File: config.mk
export PLATFORM = sky130hd
export DESIGN_NAME = fetch_buffer
export DESIGN_NICKNAME = d
export VERILOG_FILES = /design/src/rtl/fetch_buffer_pkg.sv /design/src/rtl/fetch_buffer_sync_fifo.sv /design/src/rtl/fetch_buffer.sv
export SDC_FILE = /design/constraint.sdc
export NUM_CORES = 1
export LEC_CHECK = 0
export ABC_AREA = 0
export CELL_PAD_IN_SITES_DETAIL_PLACEMENT = 0
export CELL_PAD_IN_SITES_GLOBAL_PLACEMENT = 1
export CORE_UTILIZATION = 50
export CTS_CLUSTER_SIZE = 10
export DETAILED_ROUTE_END_ITERATION = 12
export HOLD_SLACK_MARGIN = 0.12
export PLACE_DENSITY = 0.91
export SYNTH_ARGS = -nofsm -noshare
export SYNTH_HDL_FRONTEND = slang
export SYNTH_HIERARCHICAL = 1
export SYNTH_SLANG_ARGS = --single-unit
File: constraint.sdc
create_clock -name i_Clk -period 7.8 [get_ports i_Clk]
set_input_delay 1.95 -clock i_Clk [delete_from_list [all_inputs] [get_ports i_Clk]]
set_output_delay 1.95 -clock i_Clk [all_outputs]
set_load 0.01 [all_outputs]
File: src/rtl/fetch_buffer_pkg.sv
// Shared definitions for the instruction fetch slice: bus/address widths,
// the default reset PC and the canonical NOP encoding.
// Optional feature macro used by this slice: FETCH_BYPASS_EN.
package fetch_buffer_pkg;

    localparam int unsigned BUS_WIDTH        = 32;
    localparam int unsigned MEM_ADDR_W       = 32;
    localparam logic [31:0] RESET_PC_DEFAULT = 32'h0000_0000;
    localparam logic [31:0] NOP_INSTR        = 32'h0000_0013;

endpackage

File: src/rtl/fetch_buffer_sync_fifo.sv
// Synchronous FIFO with flush, occupancy count and a registered-storage head.
// The caller guarantees that it never pushes into a full FIFO; a pop on empty
// is ignored. Reused later by the data-side store buffer.
module sync_fifo
    import fetch_buffer_pkg::*;
#(
    parameter  int unsigned DEPTH = 4,
    parameter  int unsigned WIDTH = BUS_WIDTH + MEM_ADDR_W,
    localparam int unsigned PTR_W = $clog2(DEPTH),
    localparam int unsigned CNT_W = PTR_W + 1
) (
    input  logic             clk,
    input  logic             rst,
    input  logic             push,
    input  logic             pop,
    input  logic             flush,
    input  logic [WIDTH-1:0] din,
    output logic [CNT_W-1:0] count,
    output logic [WIDTH-1:0] head
);

    logic [WIDTH-1:0] mem [DEPTH];
    logic [PTR_W-1:0] wr_ptr;
    logic [PTR_W-1:0] rd_ptr;
    logic             do_pop;

    assign do_pop = pop && (count != '0);
    assign head   = mem[rd_ptr];

    // Pointer and occupancy bookkeeping; flush and reset both empty the FIFO.
    always_ff @(posedge clk) begin
        if (rst || flush) begin
            wr_ptr <= '0;
            rd_ptr <= '0;
            count  <= '0;
        end else begin
            if (push) begin
                wr_ptr <= wr_ptr + PTR_W'(1);
            end
            if (do_pop) begin
                rd_ptr <= rd_ptr + PTR_W'(1);
            end
            case ({push, do_pop})
                2'b10:   count <= count + CNT_W'(1);
                2'b01:   count <= count - CNT_W'(1);
                default: count <= count;
            endcase
        end
    end

    // Storage write port; contents need no reset since count gates visibility.
    always_ff @(posedge clk) begin
        if (push && !flush && !rst) begin
            mem[wr_ptr] <= din;
        end
    end

endmodule

File: src/rtl/fetch_buffer.sv
// Instruction prefetch stage: issues sequential word fetches to a one-cycle
// instruction memory, buffers {instruction, PC} pairs in a FIFO and hands them
// to decode with valid/ready. A redirect flushes everything and restarts fetch.
// Optional feature: define FETCH_BYPASS_EN to present a return combinationally
// when the FIFO is empty (one cycle less latency).
module fetch_buffer
    import fetch_buffer_pkg::*;
#(
    parameter int unsigned        DEPTH    = 4,
    parameter int unsigned        ADDR_W   = MEM_ADDR_W,
    parameter int unsigned        DATA_W   = BUS_WIDTH,
    parameter logic [ADDR_W-1:0]  RESET_PC = ADDR_W'(RESET_PC_DEFAULT)
) (
    input  logic              i_Clk,
    input  logic              i_Rst,
    output logic              o_iMem_En,
    output logic [ADDR_W-1:0] o_iMem_Addr,
    input  logic [DATA_W-1:0] i_iMem_Data,
    input  logic              i_Redirect,
    input  logic [ADDR_W-1:0] i_Redirect_PC,
    output logic              o_Instr_Valid,
    output logic [DATA_W-1:0] o_Instr_Data,
    output logic [ADDR_W-1:0] o_Instr_PC,
    input  logic              i_Instr_Ready
);

    localparam int unsigned CNT_W  = $clog2(DEPTH) + 1;
    localparam int unsigned ENTRY_W = DATA_W + ADDR_W;

    logic [ADDR_W-1:0]  fetch_pc;
    logic [ADDR_W-1:0]  inflight_pc;
    logic               inflight;
    logic [CNT_W-1:0]   fifo_count;
    logic [ENTRY_W-1:0] fifo_head;
    logic [ENTRY_W-1:0] push_word;
    logic [CNT_W:0]     credit_used;
    logic               fifo_empty;
    logic               issue;
    logic               ret_valid;
    logic               push;
    logic               pop;
    logic               head_valid;
    logic [DATA_W-1:0]  head_data;
    logic [ADDR_W-1:0]  head_pc;
    logic               unused_redirect_lsbs;

    // Low PC bits are forced to zero on redirect, so they are never consumed.
    assign unused_redirect_lsbs = ^i_Redirect_PC[1:0];

    // Issue control: a fetch needs a FIFO slot reserved for its return, so
    // both buffered entries and the in-flight word consume credit.
    always_comb begin
        credit_used = {1'b0, fifo_count} + (CNT_W + 1)'(inflight);
        issue       = !i_Rst && !i_Redirect && (credit_used < (CNT_W + 1)'(DEPTH));
        ret_valid   = inflight && !i_Redirect && !i_Rst;
        fifo_empty  = (fifo_count == '0);
        push_word   = {i_iMem_Data, inflight_pc};
        o_iMem_En   = issue;
        o_iMem_Addr = i_Rst ? '0 : fetch_pc;
    end

    // Head selection, push/pop decisions and output gating.
    always_comb begin
        head_valid = !fifo_empty;
        head_data  = fifo_head[ENTRY_W-1:ADDR_W];
        head_pc    = fifo_head[ADDR_W-1:0];
        push       = ret_valid;
`ifdef FETCH_BYPASS_EN
        // Empty FIFO: the returning word is shown directly and only stored
        // if the core does not take it this cycle.
        if (fifo_empty && ret_valid) begin
            head_valid = 1'b1;
            head_data  = i_iMem_Data;
            head_pc    = inflight_pc;
            push       = !i_Instr_Ready;
        end
`endif
        pop           = !fifo_empty && i_Instr_Ready && !i_Rst;
        o_Instr_Valid = head_valid && !i_Rst;
        o_Instr_Data  = o_Instr_Valid ? head_data : '0;
        o_Instr_PC    = o_Instr_Valid ? head_pc   : '0;
    end

    // Fetch PC and in-flight tracking; reset beats redirect, redirect beats issue.
    always_ff @(posedge i_Clk) begin
        if (i_Rst) begin
            fetch_pc    <= RESET_PC;
            inflight    <= 1'b0;
            inflight_pc <= '0;
        end else if (i_Redirect) begin
            fetch_pc <= {i_Redirect_PC[ADDR_W-1:2], 2'b00};
            inflight <= 1'b0;
        end else begin
            inflight <= issue;
            if (issue) begin
                inflight_pc <= fetch_pc;
                fetch_pc    <= fetch_pc + ADDR_W'(4);
            end
        end
    end

    sync_fifo #(
        .DEPTH (DEPTH),
        .WIDTH (ENTRY_W)
    ) u_fifo (
        .clk   (i_Clk),
        .rst   (i_Rst),
        .push  (push),
        .pop   (pop),
        .flush (i_Redirect),
        .din   (push_word),
        .count (fifo_count),
        .head  (fifo_head)
    );

endmodule
Word level (Yosys, flattened, before mapping)
Memories as Yosys holds them, arrays and structs flattened. A register that Yosys moved wholly into a read port is not among the register bits. Cells that the tools add are included.

Bits in registers: 72. Bits in writable memories: 256. Input bits: 68. Output and inout bits: 98. Word-level logic and storage cells: 48. Memories: 1.

Add/subtract/negate cells: 6. Order comparisons: 1. Equal/unequal tests: 2. Muxes and demuxes: 10. Bitwise logic cells: 1. Reduce and logical (&&, ||, !) cells: 20.

Memories: u_fifo.mem (depth 4, width 64, read ports 1, clocked after Yosys merged registers in 1, write ports 1, line fetch_buffer_sync_fifo.sv:22) `logic [WIDTH-1:0] mem [DEPTH];`.

Operators by type and width (number): 32-bit 2-to-1 mux (5); 32-bit by 3-bit adder with 32-bit output (second input constant) (1); 1-bit logical AND (10); 3-bit one-hot mux with 2 select lines (1); 2-bit by 1-bit adder with 2-bit output (second input constant) (2); 3-bit by 1-bit adder with 4-bit output (1); 4-bit by 3-bit less-than comparator with 1-bit output (second input constant) (1); 2-bit 2-to-1 mux (2); 2-bit nonzero test (2); 3-bit by 1-bit adder with 3-bit output (second input constant) (1); 1-bit zero test (3); 3-bit zero test (1); 3-bit nonzero test (1); 3-bit by 1-bit subtractor with 3-bit output (second input constant) (1); 2-bit by 1-bit equality test with 1-bit output (second input constant) (1); 2-bit equality test (second input constant) (1); 1-bit 2-to-1 mux (2); 2-bit AND reduction (1); 2-bit OR reduction (1); 1-bit logical OR (1); 1-bit inverter (1).

Longest topological paths before layout
Word-level depth: 7. Depth in mapped cells: 12.

Modules after synthesis
Netlist, hierarchy kept.

Modules (own cells, without submodules): sync_fifo (instances 1, cells an instance 382, area an instance 9756.9 sq um, sequential area each 7867.5 sq um); fetch_buffer (instances 1, cells an instance 520, area an instance 3819.9 sq um, sequential area each 1221.2 sq um).

Worst setup path before layout
Ideal clock, no wire load.

Path kind: input to register. Start point: in i_Redirect. End point: mem u_fifo/mem[0][0] (netlist name), enable pin. Setup time: 0.429 ns. Arrival time: 4.920 ns. Path slack: 2.451 ns. Stages on the path: 6. Path buffers: 4. Path through: clkbuf_1 clkbuf_1 clkbuf_1 buf_1 nor3b_1 and3_1.

Word-level cells in the longest chain between the ends: 7.

Ends and longest elaborated chain: from (decl) (line fetch_buffer.sv:19) `input logic i_Redirect,`; 1-bit zero test (line fetch_buffer.sv:55) `ret_valid = inflight && !i_Redirect && !i_Rst;`; 1-bit logical AND (2 in series) (line fetch_buffer.sv:55); net push (line fetch_buffer.sv:40) `logic push;`; 1-bit logical AND (2 in series) (line fetch_buffer_sync_fifo.sv:53) `if (push && !flush && !rst) begin`; 1-bit 2-to-1 mux (line fetch_buffer_sync_fifo.sv:53); 1-bit 2-to-1 mux (not written as such) (line fetch_buffer_sync_fifo.sv:54) `mem[wr_ptr] <= din;`; to (decl) (line fetch_buffer_sync_fifo.sv:22).

The timed path passes the listed nets, and every way through them passes these cells.

Worst setup path after layout
Start point: in i_Rst. End point: out o_iMem_En.

Word-level cells in the longest chain between the ends: 3.

Ends and longest elaborated chain: from (decl) (line fetch_buffer.sv:15) `input logic i_Rst,`; 1-bit zero test (line fetch_buffer.sv:54) `issue = !i_Rst && !i_Redirect && (credit_used < (CNT_W + 1)'(DEPTH));`; 1-bit logical AND (2 in series) (line fetch_buffer.sv:54); to (decl) (line fetch_buffer.sv:16) `output logic o_iMem_En,`.

Every way passes these cells.

==> qor.txt <==
Tot GR Track Use = 0.203
Crit path DAT = 3.87 ns
DR WL/cell = 19.6 µm
Number of antenna violations at the first check in global routing = 1
Max FO, Critical Path = 38
Cell family with the largest share of critical-path delay = simple AND/OR/NAND/NOR gates
DP Cell Count = 1350
P per Cell Area = 224 nW/µm²
Die height = 167 µm
Layout cells sized above 1 = 0.123
Part of the power in registers = 0.517
Avg Cell Area, Syn = 15.1 µm²
P_int = 0.00296 W
Tot Pwr = 0.00371 W
Num CTS Buffers = 39
GP Congestion = 0.778
Commonest cells after routing, fill and taps aside = edfxtp_1, clkdlybuf4s50_1, nand2_1, dfxtp_1, and2_1
YS warnings = 6
DR vias = 8010
Postcts setup bufs = 0
Synth async-reset ratio = 0
Vias in the first global route = 7977
Cell Chain, Critical Path = buf_4 -> or3_1 -> or2_2 -> inv_1 -> clkdlybuf4s50_1
Global route overflow = 0
Clock Tree Buf Depth = 3
Register Area = 9100 µm²
Switching share of power = 0.201
First-pass GRT wire length = 44.3 mm
Worst skew pair latency = 0.51 ns
Switching power total = 0.000744 W
RSZ-0062 raised after global routing = false
CTS tree = built
PortBufs = 161
# H-tree levels = 2
Synth Register Bits = 326
First-pass detailed-route iteration total = 5
Synth Flop Type = edfxtp_1
Hold Crit Class = flop to flop
Status = complete, no violations
Setup TNS = 0 ns
Endpoints failing setup = 0
Buf+Inv Stages, Crit Path = 3
Pins Over Slew Limit = 0
Core Rows = 59
# hold bufs at CTS = 0
Final WL = 27.9 mm
Number of gates resized after CTS = 0
Most common cell after layout, fill and taps aside = edfxtp_1
Crit-path slowest cell = or2_2
Seq/Total Area, Yosys = 0.669
Post-synth EDFFs = 256
Area of the multi-input gates = 4090 µm²
Synth Cell Area = 13600 µm²
Worst IR Drop VDD = 133 µV
Crit start category = primary input
Antenna Nets Post-Route = 0
Clock transition at the registers of the reported paths = 0.05 ns
Least-Margin Pin Slew = 1.09 ns
Cells after synthesis = 902
Non-Filler Instances = 1419
Min Tclk post-route = 5.82 ns
Max cap viols = 0
Area Overhead vs Synth = 21.7%
Worst Setup End Kind = output pin
Chip width = 167 µm
I/O pin cnt = 166
CP Data Required Time = 5.85 ns
Net count, final = 1131
Largest net degree at the start of global routing = 90
Initial Util = 0.515
CTS sink cnt = 326
Comb pwr share = 0.037
Initial DRC count = 565
Worst R2R Setup Slack = 4.87 ns
Die Area = 27800 µm²
Post-DP HPWL = 16.2 mm
Post-synth cell types = 65
Routed vias/inst = 5.64
Slew margin rel. = 0.273
Leak Pwr = 5.32 nW
Final hold violations = 0
Core ar. = 26400 µm²
Clk root buf = clkbuf_16
DRC Markers = 0
Fin crit share = 0.747
Clock power share = 0.446
Fillers = 1936
Fmax = 0.172 GHz
Clock skew = 0.0227 ns
Max stage delay on crit path = 0.60 ns
WS Path Type = primary input to output pin
-- flip-flops by register name (all words and copies together), names as in the netlist, named ones only --
| register | flops |
|---|---|
| u_fifo/rd_ptr | 2 |
| inflight | 1 |
| u_fifo/wr_ptr | 2 |
| u_fifo/count | 3 |
| fetch_pc | 30 |
| u_fifo/mem | 256 |
| inflight_pc | 30 |
-- synth_stat cells, types with 3 or more instances --
cell type  number  share of area
or2_2           4         0.0018
and4_1          7         0.0045
and2_1         67          0.031
a31oi_1         3         0.0014
o211ai_1        4         0.0022
nand3_1        18         0.0066
mux4_2         60           0.10
nand4_1        13         0.0060
o21a_1          6         0.0033
nor3_1          4         0.0015
buf_12          6         0.0088
dfxtp_1        70           0.10
or3b_2          3         0.0019
xor2_1          3         0.0019
o31a_1          5         0.0032
buf_2          11         0.0041
xnor2_1         9         0.0058
nand2_1        78          0.022
nor3b_1         7         0.0039
buf_1           5         0.0014
and3_1          9         0.0041
a21oi_1        42          0.015
o21ai_0         4         0.0015
a2111oi_0       5         0.0032
inv_1          25         0.0069
ha_1            6         0.0055
mux4_1          4         0.0077
edfxtp_1      256           0.57
nor2b_1        33          0.015
nor4b_1         4         0.0026
a311oi_1        5         0.0032
mux2i_1         5         0.0037
clkbuf_1       38          0.011
nor4_1          9         0.0041
nor2_1         31         0.0086
o221ai_1        3         0.0019
or4_1           3         0.0017
or3_1           5         0.0023
-- per-layer routing --
layer  GRT usage  part of all wire
met1       0.285              0.44
met2       0.328              0.48
met3      0.0411             0.069
met4      0.0507             0.013
met5           0                 0
-- cells by family after synthesis --
group	after synthesis	synth area share
compound gates	92	0.0447
xor+xnor	12	0.00774
fa+ha+maj	7	0.00700
buf+inv	89	0.0340
flops	326	0.669
mux	71	0.113
other cells	1	0.000276
simple gates	304	0.124
-- worst paths after layout --
path                                      start         endpoint  depth (start not counted)
worst min-delay path               fetch_pc[31]  inflight_pc[31]                          2
worst max register to register  u_fifo/count[1]  u_fifo/count[2]                         10
worst min register to register     fetch_pc[31]  inflight_pc[31]                          2
worst max-delay path                      i_Rst        o_iMem_En                          5
-- worst reg2reg max path: cells and delay by family, from the launching register on --
| kind | cells | cell delay [ns] |
|---|---|---|
| fa+ha+maj | 2 | 0.57 |
| buf+inv | 1 | 0.06 |
| flops | 1 | 0.48 |
| xor+xnor | 1 | 0.17 |
| compound gates | 2 | 0.35 |
| simple gates | 4 | 1.23 |
-- stage by stage --
step	worst slack [ns]	hold WS (ns)	area, µm²	util
3_5_place_dp	1.95	0.446	15400	0.583
2_1_floorplan	2.45	0.432	13600	-
5_1_grt	1.85	0.466	16500	0.627
4_1_cts	1.95	0.445	16500	0.627
3_3_place_gp	1.95	0.439	15400	0.583
6_report	1.98	0.449	16500	0.627
-- power groups by stage --
| stage | sequential (W) | clock [W] | combinational [W] |
|---|---|---|---|
| 2_1_floorplan | 0.00194 | 0 | 0.0000744 |
| 3_3_place_gp | 0.00195 | 0 | 0.000136 |
| 3_5_place_dp | 0.00195 | 0 | 0.000138 |
| 4_1_cts | 0.00192 | 0.00169 | 0.000140 |
| 5_1_grt | 0.00192 | 0.00176 | 0.000152 |
| 6_report | 0.00192 | 0.00165 | 0.000139 |
-- cell type report --
cell class,count,area share
Sequential cell,326,0.550
Multi-Input combinational cell,496,0.247
Timing Repair Buffer,168,0.100
Clock buffer,65,0.0675
Tap cell,335,0.0254
Inverter,25,0.00568
Clock inverter,3,0.00333
Antenna cell,1,0.000151
Note: power is estimated with default switching activity, not from simulation.
